$ cat config.mk
export PLATFORM = sky130hd
export DESIGN_NAME = ball_dir_ctrl
export DESIGN_NICKNAME = d
export VERILOG_FILES = /design/src/rtl/ball_dir_ctrl.sv
export SDC_FILE = /design/constraint.sdc
export NUM_CORES = 1
export LEC_CHECK = 0
export ABC_CLOCK_PERIOD_IN_PS = 2750
export BUFFER_PORTS_ARGS = -buffer_cell sky130_fd_sc_hd__buf_2
export CORE_MARGIN = 2
export CORE_UTILIZATION = 52
export DETAILED_ROUTE_END_ITERATION = 8
export HOLD_SLACK_MARGIN = 0.05
export PLACE_DENSITY = 0.89
export SLEW_MARGIN = 20
export SYNTH_ARGS = -nofsm -noshare
export SYNTH_HDL_FRONTEND = slang
export SYNTH_SLANG_ARGS = --single-unit
$ cat constraint.sdc
create_clock -name clk -period 2.75 [get_ports clk]
set_clock_uncertainty 0.15 [all_clocks]
set_input_delay 0.4125 -clock clk [delete_from_list [all_inputs] [get_ports clk]]
set_output_delay 0.4125 -clock clk [all_outputs]
set_load 0.005 [all_outputs]
$ cat src/rtl/ball_dir_ctrl.sv
// -----------------------------------------------------------------------------
// ball_dir_ctrl
//   Direction / timing controller for a single-ball paddle game. Holds the
//   ball in IDLE until a serve, then issues a periodic step strobe, reflects
//   the ball off the right, top and bottom walls, bounces it off the paddle
//   and detects misses past the left line. All outputs are registered.
//
//   Optional feature (macro BALL_SPEEDUP_EN):
//     defined   - the step period starts at TICK_DIV on every serve and each
//                 paddle hit shortens it by TICK_DIV/8, never below TICK_DIV/4.
//     undefined - the step period is fixed at TICK_DIV.
//
// Ports
//   clk         in   1   system clock
//   reset       in   1   synchronous, active-high
//   pause       in   1   freeze the step counter (state/direction unaffected)
//   serve       in   1   launch request, honoured only in IDLE
//   x_pos       in  10   ball X from the ball stage
//   y_pos       in  10   ball Y from the ball stage
//   paddle_y    in  10   paddle top row
//   x_dir       out  2   2'b10 increment, 2'b01 decrement, 2'b00 hold
//   y_dir       out  2   same encoding as x_dir
//   move_tick   out  1   one-cycle step strobe
//   ball_reset  out  1   re-centre the ball
//   hit         out  1   one-cycle paddle-hit pulse
//   miss_count  out  4   misses since reset (wraps 15 -> 0)
// -----------------------------------------------------------------------------
module ball_dir_ctrl #(
    parameter logic [19:0] TICK_DIV = 20'd100000,
    parameter logic [9:0]  X_MIN    = 10'd0,
    parameter logic [9:0]  X_MAX    = 10'd630,
    parameter logic [9:0]  Y_MIN    = 10'd10,
    parameter logic [9:0]  Y_MAX    = 10'd470,
    parameter logic [9:0]  PADDLE_X = 10'd20,
    parameter logic [9:0]  PADDLE_H = 10'd64
) (
    input  logic       clk,
    input  logic       reset,
    input  logic       pause,
    input  logic       serve,
    input  logic [9:0] x_pos,
    input  logic [9:0] y_pos,
    input  logic [9:0] paddle_y,
    output logic [1:0] x_dir,
    output logic [1:0] y_dir,
    output logic       move_tick,
    output logic       ball_reset,
    output logic       hit,
    output logic [3:0] miss_count
);

    localparam logic [1:0] DIR_INC  = 2'b10;
    localparam logic [1:0] DIR_DEC  = 2'b01;
    localparam logic [1:0] DIR_HOLD = 2'b00;

    typedef enum logic [1:0] {
        IDLE = 2'd0,
        MOVE = 2'd1,
        MISS = 2'd2
    } state_t;

    state_t      r_state;
    logic [19:0] r_cnt;
    logic        r_toggle;   // alternates the initial vertical direction per serve

    logic [19:0] w_period;
    logic        w_wrap;
    logic [10:0] w_pad_top;
    logic [10:0] w_pad_bot;
    logic        w_hit;
    logic        w_miss;
    logic        w_x_wall;
    logic        w_y_bot;
    logic        w_y_top;

`ifdef BALL_SPEEDUP_EN
    localparam logic [19:0] SPEED_STEP  = TICK_DIV >> 3;
    localparam logic [19:0] SPEED_FLOOR = TICK_DIV >> 2;

    logic [19:0] r_period;
    logic [19:0] w_period_faster;

    assign w_period        = r_period;
    // Saturate at the floor instead of subtracting past it.
    assign w_period_faster = (r_period >= SPEED_FLOOR + SPEED_STEP) ?
                             (r_period - SPEED_STEP) : SPEED_FLOOR;
`else
    assign w_period = TICK_DIV;
`endif

    // '>=' keeps the counter safe if the period shrinks below the current count.
    assign w_wrap = (r_cnt >= w_period - 20'd1);

    // Paddle span compared in 11 bits so paddle_y near the top of the range
    // cannot wrap around and produce a false hit.
    assign w_pad_top = {1'b0, paddle_y};
    assign w_pad_bot = {1'b0, paddle_y} + {1'b0, PADDLE_H} - 11'd1;

    assign w_hit  = (x_dir == DIR_DEC) && (x_pos <= PADDLE_X) &&
                    ({1'b0, y_pos} >= w_pad_top) && ({1'b0, y_pos} <= w_pad_bot);
    assign w_miss = (x_dir == DIR_DEC) && (x_pos <= X_MIN) && !w_hit;

    // Only reflect when travelling toward the wall, so a ball sitting past a
    // wall for several cycles does not oscillate.
    assign w_x_wall = (x_dir == DIR_INC) && (x_pos >= X_MAX);
    assign w_y_bot  = (y_dir == DIR_INC) && (y_pos >= Y_MAX);
    assign w_y_top  = (y_dir == DIR_DEC) && (y_pos <= Y_MIN);

    always_ff @(posedge clk) begin
        if (reset) begin
            r_state    <= IDLE;
            r_cnt      <= 20'd0;
            r_toggle   <= 1'b0;
            x_dir      <= DIR_HOLD;
            y_dir      <= DIR_HOLD;
            move_tick  <= 1'b0;
            hit        <= 1'b0;
            ball_reset <= 1'b1;
            miss_count <= 4'd0;
`ifdef BALL_SPEEDUP_EN
            r_period   <= TICK_DIV;
`endif
        end else begin
            move_tick <= 1'b0;
            hit       <= 1'b0;
            case (r_state)
                IDLE: begin
                    ball_reset <= 1'b1;
                    x_dir      <= DIR_HOLD;
                    y_dir      <= DIR_HOLD;
                    r_cnt      <= 20'd0;
                    if (serve && !pause) begin
                        r_state    <= MOVE;
                        ball_reset <= 1'b0;
                        x_dir      <= DIR_INC;
                        y_dir      <= r_toggle ? DIR_DEC : DIR_INC;
                        r_toggle   <= ~r_toggle;
`ifdef BALL_SPEEDUP_EN
                        r_period   <= TICK_DIV;
`endif
                    end
                end

                MOVE: begin
                    if (!pause) begin
                        if (w_wrap) begin
                            r_cnt     <= 20'd0;
                            move_tick <= 1'b1;
                        end else begin
                            r_cnt <= r_cnt + 20'd1;
                        end
                    end

                    if (w_hit) begin
                        x_dir <= DIR_INC;
                        hit   <= 1'b1;
`ifdef BALL_SPEEDUP_EN
                        r_period <= w_period_faster;
`endif
                    end else if (w_x_wall) begin
                        x_dir <= DIR_DEC;
                    end

                    if (w_y_bot) begin
                        y_dir <= DIR_DEC;
                    end else if (w_y_top) begin
                        y_dir <= DIR_INC;
                    end

                    // A miss overrides everything above: outputs already show
                    // the MISS values while the FSM sits in MISS.
                    if (w_miss) begin
                        r_state    <= MISS;
                        r_cnt      <= 20'd0;
                        move_tick  <= 1'b0;
                        ball_reset <= 1'b1;
                        x_dir      <= DIR_HOLD;
                        y_dir      <= DIR_HOLD;
                        miss_count <= miss_count + 4'd1;
                    end
                end

                MISS: begin
                    r_state    <= IDLE;
                    r_cnt      <= 20'd0;
                    ball_reset <= 1'b1;
                    x_dir      <= DIR_HOLD;
                    y_dir      <= DIR_HOLD;
                end

                default: begin
                    r_state <= IDLE;
                    r_cnt   <= 20'd0;
                end
            endcase
        end
    end

endmodule

==> summary.txt <==
Drt
  – ANT nets after route: 0
  – Drt first pass iters: 4
  – DR vias: 2697
  – DRC violation count after routing: 0
  – Wirelength, routed: 6970 um
  – Average wire per standard cell: 15.0 um
  – Number of DRC markers in iteration 0: about 140
  – Vias per cell: 5.83

Hold path
  – HP Class: reg2reg

Clock network
  – Longest Clk Path Bufs: 2
  – CTS buffer count: 5
  – Clock slew at reported path FFs: 70 ps
  – H-tree Lvls: 2
  – Root buffer cell: clkbuf_8
  – Worst-Skew Late Latency: 300 ps
  – CTS Sinks: 34
  – Post-CTS Hold Buffers: 0
  – CTS tree: done

Logic synthesis
  – Distinct cells, synth: 57
  – Syn. warnings: 0
  – Sequential area share after synthesis: 0.249
  – Syn Std Cell Area: between 2000 and 3000 um2
  – Synth Area per Inst: 8.28 um2
  – Asr flop ratio synth: 0
  – Syn Inst Count: 330
  – Synth Register Bits: 34
  – Synth Flop Type: dfxtp_1
  – Number of synthesized flops with an enable pin: 0
  – Syn_nets: 390

Timing
  – Fmax: roughly 360 MHz
  – Final WS setup: -46.4 ps
  – RSZ-0062 raised after global routing: yes
  – Fin crit share: 1.02
  – Pins over their slew limit: 0
  – Pin slew with the least headroom to its limit: 573 ps
  – Setup violations, final: 4
  – Crit path time final: around 2800 ps
  – Fin. Hold Viols: 0
  – Max transition margin: 0.617
  – Hold slack final: 323 ps

Cells and area
  – Total Nets Final: approximately 450
  – N_diodes: 0
  – Area of the multi-input gates: roughly 2000 um2
  – Ratio of cells with drive above 1 in the final layout: 0.295
  – FILL cells: 407
  – Reg area: 681 um2
  – Area growth syn-to-layout: 24.3%
  – Final Cell Area: 3400 um2

Global route
  – Grt ovf: 0
  – Vias in the first global route: 2555
  – First-pass GRT wire length: about 11000 um
  – Total track usage: 0.230
  – Initial antenna violation count: 0
  – Largest net degree at the start of global routing: 23

Outcome
  – Status: finished, violations left
  – Failing checks: negative setup slack

Power and ir drop
  – Power Density: 358 nW/um2
  – Leakage: 1.45 nW
  – Max VDD drop: approximately 0.00038 V
  – PnR Total Power: between 1 and 1.5 mW

Die
  – Placeable Area: 5070 um2
  – IO Pins: 45
  – Die Wd: 76.5 um
  – Die area: 5850 um2
  – Die Y: 76.5 um
  – Initial Utilization: 0.539
  – FP Rows: 26

Critical path
  – Worst setup path class: in2reg
  – Crit end category: flop
  – Worst path required time: 2820 ps
  – Startpoint Class: input port
  – Crit path arrival time: approximately 2900 ps
  – Crit path max fanout: 6

Placement
  – PortBufs: between 40 and 50
  – Hpwl dp: 4950 um
  – Placed Area: 3190 um2
  – Post-Place Worst Slack: -489 ps
  – Routability cong.: 0.871

Flow run
  – Total of max-cap violations: 0
==> placed cells by master (no fill, tap or decap), types with 6 or more instances in the layout <==
cell       n
buf_2     41
nand2_1   37
nor3_2    20
nor3_1     9
a21oi_1   12
nor2b_1    6
xnor2_1   18
clkbuf_8   6
buf_4     20
dfxtp_1   34
nor2_1    19
nand4_1   11
inv_1     20
o21ai_0    6
xor2_1     9
nand3_1    7
ha_1      25
==> metrics by stage <==
| stage | TNS (ps) | std cells | util |
|---|---|---|---|
| 2_1_floorplan | -241 | 330 | - |
| 3_3_place_gp | -8420 | 453 | 0.629 |
| 3_5_place_dp | -11390 | 453 | 0.629 |
| 4_1_cts | -27.1 | 463 | 0.655 |
| 5_1_grt | -1080 | 463 | 0.670 |
| 6_report | -98.1 | 463 | 0.670 |
==> cells in the mapped netlist (all sizes together), types with 2 or more instances <==
cell | number | area share
nor3b | 2 | 0.0055
nand2b | 2 | 0.0046
xor2 | 9 | 0.029
xnor2 | 18 | 0.058
nand4 | 11 | 0.025
a31oi | 2 | 0.0046
nand2 | 37 | 0.051
mux2 | 4 | 0.018
nor2 | 20 | 0.027
a21boi | 2 | 0.0055
ha | 26 | 0.12
or4 | 2 | 0.0055
o21ai | 9 | 0.016
and2 | 5 | 0.011
or3 | 2 | 0.0046
o31ai | 2 | 0.0055
nand3 | 7 | 0.013
nor2b | 7 | 0.016
nor4 | 3 | 0.0069
and4 | 2 | 0.0064
a21oi | 16 | 0.032
mux2i | 3 | 0.011
and4b | 3 | 0.011
a211o | 2 | 0.0064
and3 | 4 | 0.011
dfxtp | 34 | 0.25
or2 | 2 | 0.0046
inv | 23 | 0.032
a211oi | 3 | 0.0082
a21o | 5 | 0.014
o211ai | 2 | 0.0055
nor3 | 30 | 0.092
clkbuf | 8 | 0.011
buf | 3 | 0.0073
nand3b | 2 | 0.0055
a221oi | 5 | 0.018
o21a | 2 | 0.0055
==> routing by layer <==
metal,vias to the layer above,track usage,share of wire
met5,-,0,0
met2,107,0.412,0.51
met3,25,0.0687,0.046
met1,1256,0.247,0.41
li1,1309,-,-
met4,0,0.104,0.033
==> area by class of cell <==
cell class,instances,share of cell area
clock inverters,2,0.00368
inverters,23,0.0313
repair buffers,66,0.126
clock buffers,6,0.0243
well taps,70,0.0258
flip-flops and latches,34,0.200
multi-input cells,262,0.589
==> logic make-up (layout without fill, tap and decap cells) <==
logic type	Yosys count	in the layout	share of synthesized area
muxes	7	7	0.0288
and+or+nand+nor	142	142	0.304
AOI/OAI and AO/OA	60	60	0.163
DFF	34	34	0.249
buffers and inverters	34	97	0.0499
xor gates and xnor gates	27	27	0.0865
adders and majority gates	26	26	0.119
==> registers in the layout (all words and copies together), names as in the netlist <==
signal      count
x_dir           2
y_dir           2
r_cnt          20
miss_count      4
r_toggle        1
hit             1
r_state         2
ball_reset      1
move_tick       1
==> what timing repair did <==
action | in CTS | in global routing
gates resized for setup | 8 | 18
setup buffers | 2 | 0
endpoints found under the setup margin | 30 | 32
pin swaps | 12 | 10
==> power breakdown <==
part           switching, mW  total [mW]  internal [mW]
Sequential           0.00777       0.506          0.498
Combinational          0.169       0.314          0.145
Clock                  0.195       0.396          0.201
Total                  0.372        1.22          0.844
==> worst max-delay path, cell delays in order <==
cell	delay, ps
buf_12	120
nor3_4	200
nand4_1	200
nand2_1	140
xnor2_1	70
ha_1	310
o21a_1	160
o21ai_2	70
a221oi_4	320
o41ai_4	190
buf_4	200
a211oi_4	260
mux2i_1	220
==> final timing paths <==
path / endpoint / depth (start not counted) / from / slack (ps)
setup / recovery: ball_reset / 13 / paddle_y[1] / -50
setup reg to reg: r_cnt[4] / 8 / r_cnt[0] / 580
hold / removal: r_state[1] / 2 / r_state[1] / 320
hold reg to reg: r_state[1] / 2 / r_state[1] / 320
(Power assumes the default switching activity.)
